<file path="src/rtl/mem_stage.sv">
// mem_stage: memory pipeline stage between execute and writeback.
// Drives the dmem req/gnt/rvalid bus for loads and stores, aligns and
// extends load data, and presents a registered writeback bundle.
// Optional feature macro: MEM_STAGE_MISALIGN_CHECK_EN (suppress misaligned
// half/word accesses and pulse misalign_o instead of touching the bus).
module mem_stage #(
  parameter bit RESP_BUF_EN = 1'b1
) (
  input  logic        clk_i,
  input  logic        rst_i,
  input  logic        valid_i,
  input  logic [31:0] alu_out_i,
  input  logic [31:0] store_data_i,
  input  logic        mem_read_i,
  input  logic        mem_write_i,
  input  logic [1:0]  mem_width_i,
  input  logic        mem_sign_i,
  input  logic        rf_wr_en_i,
  input  logic [1:0]  rf_wr_src_i,
  input  logic [31:0] next_pc_i,
  input  logic [4:0]  rd_i,
  input  logic        stall_i,
  input  logic        squash_i,
  output logic        busy_o,
  output logic        dmem_req_o,
  output logic        dmem_we_o,
  output logic [31:0] dmem_addr_o,
  output logic [3:0]  dmem_be_o,
  output logic [31:0] dmem_wdata_o,
  input  logic        dmem_gnt_i,
  input  logic        dmem_rvalid_i,
  input  logic [31:0] dmem_rdata_i,
  output logic        wb_valid_o,
  output logic [31:0] wb_alu_out_o,
  output logic [31:0] wb_mem_dout_o,
  output logic [31:0] wb_next_pc_o,
  output logic        wb_rf_wr_en_o,
  output logic [1:0]  wb_rf_wr_src_o,
  output logic        wb_mem_read_o,
  output logic [4:0]  wb_rd_o,
  output logic        misalign_o
);

  typedef enum logic [1:0] {IDLE, REQ, RESP, HOLD} state_t;
  state_t state_q, state_d;

  // captured request / writeback fields for the outstanding access
  logic [31:0] q_alu, q_wdata, q_next_pc, buf_q;
  logic [3:0]  q_be;
  logic [1:0]  q_width, q_rf_wr_src;
  logic [4:0]  q_rd;
  logic        q_we, q_sign, q_rf_wr_en, q_mem_read, drop_q;

  logic mem_op, mis, start, mis_acc, rsp, hold_ok, ld_rsp, ld_buf, wb_from_mem, drop_eff;
  logic [31:0] ld_data;

  function automatic logic [3:0] st_be(input logic we, input logic [1:0] w, input logic [1:0] off);
    logic [3:0] r;
    r = 4'hF;
    if (we) begin
      case (w)
        2'd0:    r = 4'b0001 << off;
        2'd1:    r = off[1] ? 4'b1100 : 4'b0011;
        default: r = 4'hF;
      endcase
    end
    return r;
  endfunction

  function automatic logic [31:0] st_wd(input logic [1:0] w, input logic [31:0] d);
    logic [31:0] r;
    case (w)
      2'd0:    r = {4{d[7:0]}};
      2'd1:    r = {2{d[15:0]}};
      default: r = d;
    endcase
    return r;
  endfunction

  function automatic logic [31:0] ld_align(input logic [31:0] d, input logic [1:0] w,
                                           input logic sgn, input logic [1:0] off);
    logic [7:0]  b;
    logic [15:0] h;
    logic [31:0] r;
    b = d[{off, 3'b000} +: 8];
    h = d[{off[1], 4'b0000} +: 16];
    case (w)
      2'd0:    r = sgn ? {{24{b[7]}}, b} : {24'b0, b};
      2'd1:    r = sgn ? {{16{h[15]}}, h} : {16'b0, h};
      default: r = d;
    endcase
    return r;
  endfunction

`ifdef MEM_STAGE_MISALIGN_CHECK_EN
  assign mis = (mem_width_i == 2'd1) ? alu_out_i[0]
             : (mem_width_i[1] ? (|alu_out_i[1:0]) : 1'b0);
`else
  assign mis = 1'b0;
`endif

  assign mem_op  = !rst_i && (state_q == IDLE) && valid_i && (mem_read_i || mem_write_i)
                   && !squash_i && !stall_i;
  assign start   = mem_op && !mis;
  assign mis_acc = mem_op && mis;

  // a response completes the access in RESP, or in REQ when gnt and rvalid coincide
  assign rsp         = dmem_rvalid_i && ((state_q == RESP) || ((state_q == REQ) && dmem_gnt_i));
  assign hold_ok     = RESP_BUF_EN ? stall_i : 1'b0;
  assign ld_rsp      = rsp && !hold_ok;
  assign ld_buf      = (state_q == HOLD) && !stall_i;
  assign wb_from_mem = ld_rsp || ld_buf;
  assign drop_eff    = drop_q || squash_i;
  assign ld_data     = q_we ? 32'h0 : ld_align(dmem_rdata_i, q_width, q_sign, q_alu[1:0]);

  // next-state logic
  always_comb begin
    state_d = state_q;
    case (state_q)
      IDLE: if (start) state_d = dmem_gnt_i ? RESP : REQ;
      REQ:  if (rsp) state_d = hold_ok ? HOLD : IDLE;
            else if (dmem_gnt_i) state_d = RESP;
      RESP: if (rsp) state_d = hold_ok ? HOLD : IDLE;
      HOLD: if (!stall_i) state_d = IDLE;
      default: state_d = IDLE;
    endcase
  end

  // state register
  always_ff @(posedge clk_i) begin
    if (rst_i) state_q <= IDLE;
    else       state_q <= state_d;
  end

  // bus outputs: live from execute inputs on the issue cycle, captured copy while in REQ
  always_comb begin
    busy_o       = !rst_i && (((state_q != IDLE) && !wb_from_mem) || start);
    dmem_req_o   = 1'b0;
    dmem_we_o    = 1'b0;
    dmem_addr_o  = 32'h0;
    dmem_be_o    = 4'h0;
    dmem_wdata_o = 32'h0;
    if (start) begin
      dmem_req_o   = 1'b1;
      dmem_we_o    = mem_write_i;
      dmem_addr_o  = {alu_out_i[31:2], 2'b00};
      dmem_be_o    = st_be(mem_write_i, mem_width_i, alu_out_i[1:0]);
      dmem_wdata_o = mem_write_i ? st_wd(mem_width_i, store_data_i) : 32'h0;
    end else if (!rst_i && (state_q == REQ)) begin
      dmem_req_o   = 1'b1;
      dmem_we_o    = q_we;
      dmem_addr_o  = {q_alu[31:2], 2'b00};
      dmem_be_o    = q_be;
      dmem_wdata_o = q_wdata;
    end
  end

  // capture request and writeback fields when an access is issued
  always_ff @(posedge clk_i) begin
    if (rst_i) begin
      q_alu <= '0; q_wdata <= '0; q_next_pc <= '0; q_be <= '0; q_width <= '0;
      q_rf_wr_src <= '0; q_rd <= '0; q_we <= 1'b0; q_sign <= 1'b0;
      q_rf_wr_en <= 1'b0; q_mem_read <= 1'b0;
    end else if (start) begin
      q_alu       <= alu_out_i;
      q_wdata     <= mem_write_i ? st_wd(mem_width_i, store_data_i) : 32'h0;
      q_be        <= st_be(mem_write_i, mem_width_i, alu_out_i[1:0]);
      q_we        <= mem_write_i;
      q_width     <= mem_width_i;
      q_sign      <= mem_sign_i;
      q_next_pc   <= next_pc_i;
      q_rf_wr_en  <= rf_wr_en_i;
      q_rf_wr_src <= rf_wr_src_i;
      q_mem_read  <= mem_read_i;
      q_rd        <= rd_i;
    end
  end

  // squash of an in-flight access is remembered until its response retires
  always_ff @(posedge clk_i) begin
    if (rst_i)                                drop_q <= 1'b0;
    else if (wb_from_mem)                     drop_q <= 1'b0;
    else if ((state_q != IDLE) && squash_i)   drop_q <= 1'b1;
  end

  // hold buffer for a response that lands while the stage is stalled
  always_ff @(posedge clk_i) begin
    if (rst_i)                   buf_q <= '0;
    else if (rsp && hold_ok)     buf_q <= ld_data;
  end

  // writeback bundle register
  always_ff @(posedge clk_i) begin
    if (rst_i) begin
      wb_valid_o <= 1'b0; wb_alu_out_o <= '0; wb_mem_dout_o <= '0; wb_next_pc_o <= '0;
      wb_rf_wr_en_o <= 1'b0; wb_rf_wr_src_o <= '0; wb_mem_read_o <= 1'b0; wb_rd_o <= '0;
    end else if (wb_from_mem) begin
      wb_valid_o     <= !drop_eff;
      wb_alu_out_o   <= q_alu;
      wb_mem_dout_o  <= ld_rsp ? ld_data : buf_q;
      wb_next_pc_o   <= q_next_pc;
      wb_rf_wr_en_o  <= q_rf_wr_en && !drop_eff;
      wb_rf_wr_src_o <= q_rf_wr_src;
      wb_mem_read_o  <= q_mem_read;
      wb_rd_o        <= q_rd;
    end else if ((state_q == IDLE) && !stall_i) begin
      if (start) begin
        wb_valid_o <= 1'b0;
      end else begin
        // non-memory, squashed, or suppressed misaligned access
        wb_valid_o     <= valid_i && !squash_i;
        wb_alu_out_o   <= alu_out_i;
        wb_mem_dout_o  <= 32'h0;
        wb_next_pc_o   <= next_pc_i;
        wb_rf_wr_en_o  <= rf_wr_en_i && !mis_acc;
        wb_rf_wr_src_o <= rf_wr_src_i;
        wb_mem_read_o  <= mem_read_i;
        wb_rd_o        <= rd_i;
      end
    end
  end

`ifdef MEM_STAGE_MISALIGN_CHECK_EN
  // one-cycle pulse when a misaligned access is suppressed
  always_ff @(posedge clk_i) begin
    if (rst_i) misalign_o <= 1'b0;
    else       misalign_o <= mis_acc;
  end
`else
  assign misalign_o = 1'b0;
`endif

endmodule

</file>
<file path="config.mk">
export PLATFORM = sky130hd
export DESIGN_NAME = mem_stage
export DESIGN_NICKNAME = d
export VERILOG_FILES = /design/src/rtl/mem_stage.sv
export SDC_FILE = /design/constraint.sdc
export NUM_CORES = 1
export LEC_CHECK = 0
export ABC_AREA = 1
export BUFFER_PORTS_ARGS = -buffer_cell sky130_fd_sc_hd__buf_2
export CAP_MARGIN = 20
export CORE_ASPECT_RATIO = 1.4
export CORE_MARGIN = 1
export CORE_UTILIZATION = 30
export CTS_CLUSTER_DIAMETER = 80
export DETAILED_ROUTE_END_ITERATION = 16
export GPL_ROUTABILITY_DRIVEN = 0
export MAX_ROUTING_LAYER = met4
export PLACE_DENSITY = 0.6
export RECOVER_POWER = 100
export SYNTH_ARGS = -nofsm -noshare
export SYNTH_HDL_FRONTEND = slang
export SYNTH_SLANG_ARGS = --single-unit
</file>
<file path="constraint.sdc">
create_clock -name clk_i -period 2.25 [get_ports clk_i]
set_clock_uncertainty 0.1 [all_clocks]
set_input_delay 0.1125 -clock clk_i [delete_from_list [all_inputs] [get_ports clk_i]]
set_output_delay 0.1125 -clock clk_i [all_outputs]
set_load 0.01 [all_outputs]
</file>
==> metrics.md, run 1 <==
| Metric | Value |
|---|---|
| Clock latency on the worst-skew pair | 0.56 ns |
| Failing checks | negative setup slack |
| Yosys cell types | 38 |
| Detailed-route via count | roughly 13,000 |
| Post-route antenna net violation count | 0 |
| Synth warn | 0 |
| Finished Cell Area | 17,600 um2 |
| DR vias/cell | 5.10 |
| CP Data Arrival Time | 2.16 ns |
| Drc violations | 0 |
| Util after Layout | between 40% and 50% |
| Initial antenna violation count | 8 |
| Die H | 234 um |
| Post-route setup TNS | -3.69 ns |
| Die W | 168 um |
| Setup crit start kind | flip-flop |
| Min-delay src | rst_i |
| Avg Cell Area, Syn | 6.95 um2 |
| CTS tree | built |
| CTS Sinks | 254 |
| Final Setup Violations | 60 |
| Most frequent cells in the layout | nand2_1, dfxtp_1, a21oi_1, buf_2, o21ai_0 |
| Drt total wl | 45,900 um |
| Critical path class | reg2out |
| CTS buffer count | 27 |
| RSZ-0062 raised after global routing | yes |
| Clk root buf | clkbuf_16 |
| Starting DRT DRC Count | around 820 |
| Worst hold slack | 0.0328 ns |
| Post-Place Worst Slack | 0.132 ns |
| Hold Path Class | in2reg |
| 1st-pass router iterations | 7 |
| Lkg Pwr | 7.11 nW |
| Post-synthesis sequential area ratio | around 44% |
| Largest net degree at the start of global routing | 118 |
| Highest Clock Rate | 0.421 GHz |
| Cell Pwr Density | 771 nW/um2 |
| Final Slew Violations | 0 |
| H-tree levels | 1 |
| Starting Density | 30.6% |
| Reg-to-Reg Start | state_q[1] |
| Worst Path Required | 2.04 ns |
| DP HPWL | 27,100 um |
| Commonest non-fill, non-tap cell in the layout | nand2_1 |
| Layout Cells excl Fill | ~2,600 |
| I/O Buffers | between 300 and 400 |
| Max clock buf depth | 3 |
| Max_cap viols | 0 |
| Worst Tran Pin Value | around 0.65 ns |
| Vias in the first global route | 13,300 |
| Rel. slew slack | roughly 57% |
| Row count | 84 |
| Core Footprint | 37,800 um2 |
| VDD IR-drop max | 0.629 mV |
| Gr ovfl total | 0 |
| P&R area growth vs syn | 52.4% |
| Synth Cell Area | around 12,000 um2 |
| Total track usage | between 20% and 30% |
| Crit path from | state_q[1] |
| Placed Instance Area | between 10,000 and 15,000 um2 |
| Total chip power | 13.6 mW |
| Hold Vio Cnt, Final | 0 |
| Fin crit period | between 2 and 2.5 ns |
| Die area | 39,400 um2 |
| Nets | 2,277 |
| IO Count | 326 |
| Min setup slack post-route | -0.125 ns |
| Outcome | finished, violations left |
| Layout cells sized above 1 | between 20% and 30% |
| CP max FO | 7 |
| Yosys reg bits | ~250 |
| First-pass GRT wire length | 71,000 um |
| Worst setup EP type | output pin |
| Drt wl/cell | 17.4 um |
| Worst-path clk slew | 0.07 ns |
| Filler cell count | 3,683 |
| Placed Cells | 2,362 |
| Cells after Synth | 1,664 |
| Fin crit share | 106% |
==> synthesized netlist by cell type <==
cell type | number | area (um2)
nand2_4 | 2 | 22.5
dfxtp_1 | 254 | 5080
o2111ai_1 | 2 | 17.5
inv_1 | 90 | 338
clkinv_1 | 2 | 7.51
a21oi_1 | 285 | 1430
nand2_1 | 323 | 1210
conb_1 | 1 | 3.75
a31oi_1 | 2 | 12.5
o21ai_0 | 210 | 1050
buf_2 | 41 | 205
inv_4 | 1 | 6.26
nor3_2 | 1 | 10.0
nand3_4 | 1 | 17.5
clkbuf_2 | 2 | 10.0
o21bai_1 | 9 | 67.6
o211ai_1 | 11 | 82.6
nor2_1 | 166 | 623
nand2_2 | 4 | 25.0
buf_4 | 12 | 90.1
nand4_1 | 17 | 106
or2_2 | 22 | 138
clkbuf_1 | 66 | 248
buf_6 | 2 | 22.5
nand3_1 | 80 | 400
nor2_2 | 3 | 18.8
inv_2 | 7 | 26.3
a21oi_2 | 1 | 8.76
a21boi_0 | 2 | 15.0
and2_1 | 5 | 31.3
nor3_1 | 5 | 25.0
nor2_8 | 1 | 20.0
nand3_2 | 2 | 20.0
a31o_2 | 1 | 8.76
o21ai_1 | 9 | 45.0
o21a_1 | 6 | 45.0
o22ai_1 | 8 | 50.1
buf_1 | 8 | 30.0
==> kinds of logic (layout without fill, tap and decap cells) <==
group | Yosys count | after routing | synth area share (%)
DFF | 254 | 254 | 43.9
AOI/OAI and AO/OA | 546 | 546 | 24.5
buffers and inverters | 231 | 712 | 8.50
other | 1 | 11 | 0.0324
and+or+nand+nor | 632 | 635 | 23.1
==> power by group <==
| part | switching [mW] | internal, mW | total, mW |
|---|---|---|---|
| Sequential | 0.283 | 5.00 | 5.28 |
| Combinational | 2.13 | 1.32 | 3.45 |
| Clock | 1.94 | 2.92 | 4.86 |
| Total | 4.35 | 9.25 | 13.6 |
==> metal layers <==
metal	GRT usage, %	wire, um	vias up
met4	12.1	2240	0
li1	-	-	6479
met5	-	0	-
met1	26.0	18100	6341
met3	3.22	2220	134
met2	40.7	23300	452
==> worst max-delay path, stage by stage (launching register included) <==
cell     delay, ns
dfxtp_4       0.36
inv_4         0.07
nand2_4       0.05
nor2_4        0.10
nand4_1       0.11
buf_6         0.20
buf_12        0.16
buf_6         0.12
nor2_4        0.13
a21oi_2       0.08
o21ai_1       0.08
buf_2         0.15
==> final timing paths <==
check	cells past startpoint	slack (ns)	endpoint
setup / recovery	11	-0.13	dmem_be_o[2]
hold / removal	5	0.03	wb_mem_dout_o[2]
setup reg to reg	11	0.08	q_wdata[12]
hold reg to reg	2	0.36	q_we
==> flip-flops by register name, summed over array words and instances, names as in the netlist, 2 cells and up <==
name            cells
q_rd                5
wb_alu_out_o       32
q_next_pc          32
q_wdata            32
state_q             2
wb_mem_dout_o      32
q_alu              32
q_be                4
wb_next_pc_o       32
wb_rd_o             5
buf_q              32
q_width             2
wb_rf_wr_src_o      2
q_rf_wr_src         2
==> area by class of cell <==
cell class              count  area, um2  area share (%)
inverters                 100        400            2.27
repair buffers            562       4200            23.8
flip-flops and latches    254       5090            28.9
multi-input cells        1184       6380            36.2
diodes                      8       20.0           0.113
clock inverters            12        198            1.12
well taps                 473        592            3.35
clock buffers              38        757            4.29
==> timing repair <==
| item | CTS | global route |
|---|---|---|
| buffers inserted | 36 | 13 |
| hold buffers | 154 | 0 |
| cloned | 14 | 1 |
| pin swaps | 10 | 21 |
| setup endpoints to repair | 69 | 75 |
| resized for setup | 208 | 47 |
| hold endpoints to repair | 244 | 0 |
(Power assumes the default switching activity.)
==> run 2, diff against run 1 <==
RECOVER_POWER = 25   (was 100)
SLEW_MARGIN = 5   (was default)
==> run 2 against run 1 <==
The flow still finishes with violations (negative setup slack). Core utilization rose by 0.056 points. Sequential share of layout area about the same. Worst hold slack barely moved. Count of clock-buffer cells in the layout did not move. Routed wire length hardly changed. Power grew 0.10%. Fmax about the same. Worst setup slack barely moved. Clock power hardly changed. Register-to-register slack barely moved.
==> metrics.md, run 2 (synthesis results as in run 1) <==
| Metric | Value |
|---|---|
| CP Data Arrival Time | about 2.2 ns |
| Die W | 168 um |
| Util after Layout | 46.7% |
| Worst setup EP type | output pin |
| Critical path class | reg2out |
| Layout cells sized above 1 | 25.3% |
| Highest metal used | met4 |
| Total track usage | 23.4% |
| Fin crit period | 2.38 ns |
| Starting Density | 30.6% |
| DP HPWL | 27,100 um |
| RSZ-0062 raised after global routing | yes |
| Worst-path clk slew | ~0.070 ns |
| CP max FO | 7 |
| Hold Path Class | in2reg |
| Worst hold slack | approximately 0.033 ns |
| Rel. slew slack | between 50% and 60% |
| Filler cell count | 3,675 |
| VDD IR-drop max | 0.631 mV |
| Failing checks | negative setup slack |
| CTS tree | built |
| Drt wl/cell | 17.5 um |
| Nets | 2,277 |
| Commonest non-fill, non-tap cell in the layout | nand2_1 |
| Drt total wl | approximately 46,000 um |
| Detailed-route via count | 13,400 |
| Vias in the first global route | 13,300 |
| Met2 WL post-DR | 23,300 um |
| Worst Tran Pin Value | approximately 0.64 ns |
| I/O Buffers | 322 |
| DR vias/cell | 5.09 |
| Setup crit start kind | flip-flop |
| Initial antenna violation count | 8 |
| Multi-input logic area | 6380 um2 |
| CTS Sinks | 254 |
| Gr ovfl total | 0 |
| IO Count | ~330 |
| Fin crit share | 106% |
| Core Footprint | 37,800 um2 |
| Largest net degree at the start of global routing | 118 |
| Clk root buf | clkbuf_16 |
| Cell Pwr Density | 771 nW/um2 |
| Metal3 WL | 2160 um |
| Clock latency on the worst-skew pair | 0.56 ns |
| Hold Vio Cnt, Final | 0 |
| Die H | around 230 um |
| Starting DRT DRC Count | around 820 |
| Worst Path Required | 2.04 ns |
| Max_cap viols | 0 |
| Sequential Area | ~5100 um2 |
| Outcome | finished, violations left |
| CTS buffer count | 27 |
| Drc violations | 0 |
| Lkg Pwr | 7.18 nW |
| P&R area growth vs syn | 52.6% |
| Highest Clock Rate | 0.421 GHz |
| Row count | 84 |
| Post-route antenna net violation count | 0 |
| Final Slew Violations | 0 |
| Final Setup Violations | 60 |
| Max clock buf depth | 3 |
| Most frequent cells in the layout | nand2_1, dfxtp_1, a21oi_1, buf_2, o21ai_0 |
| Min setup slack post-route | -0.125 ns |
| Finished Cell Area | 17,700 um2 |
| Die area | around 40,000 um2 |
| First-pass GRT wire length | 71,000 um |
| H-tree levels | 1 |
| M1 WL | 18,200 um |
| Placed Instance Area | 13,600 um2 |
| 1st-pass router iterations | 8 |
## run 2: cell types whose count changed in the layout (fill, tap and decap cells not counted)
cell / previous run / this run
clkbuf_1: 113 / 96
buf_2: 209 / 226
## run 2: worst max-delay path: stages (launching register included)
cell     delay (ns)
dfxtp_4        0.36
inv_4          0.07
nand2_4        0.05
nor2_4         0.10
nand4_1        0.11
buf_6          0.20
buf_12         0.16
buf_6          0.12
nor2_4         0.13
a21oi_2        0.08
o21ai_1        0.08
buf_2          0.15
## run 2: report_power, final
group | switching, mW | leakage, nW | internal, mW
clock | 1.94 | 0.461 | 2.92
sequential | 0.281 | 2.07 | 5.00
combinational | 2.13 | 4.65 | 1.34
## run 2: through the flow
step / setup TNS, ns / total power [mW] / worst slack, ns / std cells
after CTS: -5.73 / 13.7 / -0.163 / 2616
after global placement: 0 / 8.18 / 0.191 / 2362
after global routing: -11.03 / 14.3 / -0.222 / 2631
after floorplan: 0 / 7.04 / 0.551 / 1666
final: -3.68 / 13.6 / -0.125 / 2631
after detailed placement: 0 / 8.23 / 0.132 / 2362
## run 2: path summary, 6_finish.rpt
path              start               end  slack, ns  depth (start not counted)
min               rst_i  wb_mem_dout_o[2]       0.03                          5
min reg2reg        q_we              q_we       0.36                          2
max          state_q[1]      dmem_be_o[2]      -0.13                         11
max reg2reg  state_q[1]       q_wdata[12]       0.08                         11
## run 2: final cells by class
class / count / area share, %
multi-input combinational: 1184 / 36.1
sequential: 254 / 28.8
timing repair buffer: 562 / 23.9
clock buffer: 38 / 4.29
tap: 473 / 3.35
inverter: 100 / 2.27
clock inverter: 12 / 1.12
antenna: 8 / 0.113
## run 2: timing repair
action / 4_1_cts / 5_1_grt
setup endpoints to repair: 69 / 75
resized for setup: 208 / 47
hold endpoints to repair: 244 / 0
pin swaps: 10 / 21
hold buffers: 154 / 0
cloned: 14 / 1
buffers inserted: 36 / 13
## run 2: metal layers
layer / vias up / track usage, %
met3: 134 / 3.22
li1: 6481 / -
met2: 434 / 40.7
met1: 6347 / 26.0
met4: 0 / 12.1
met5: - / -
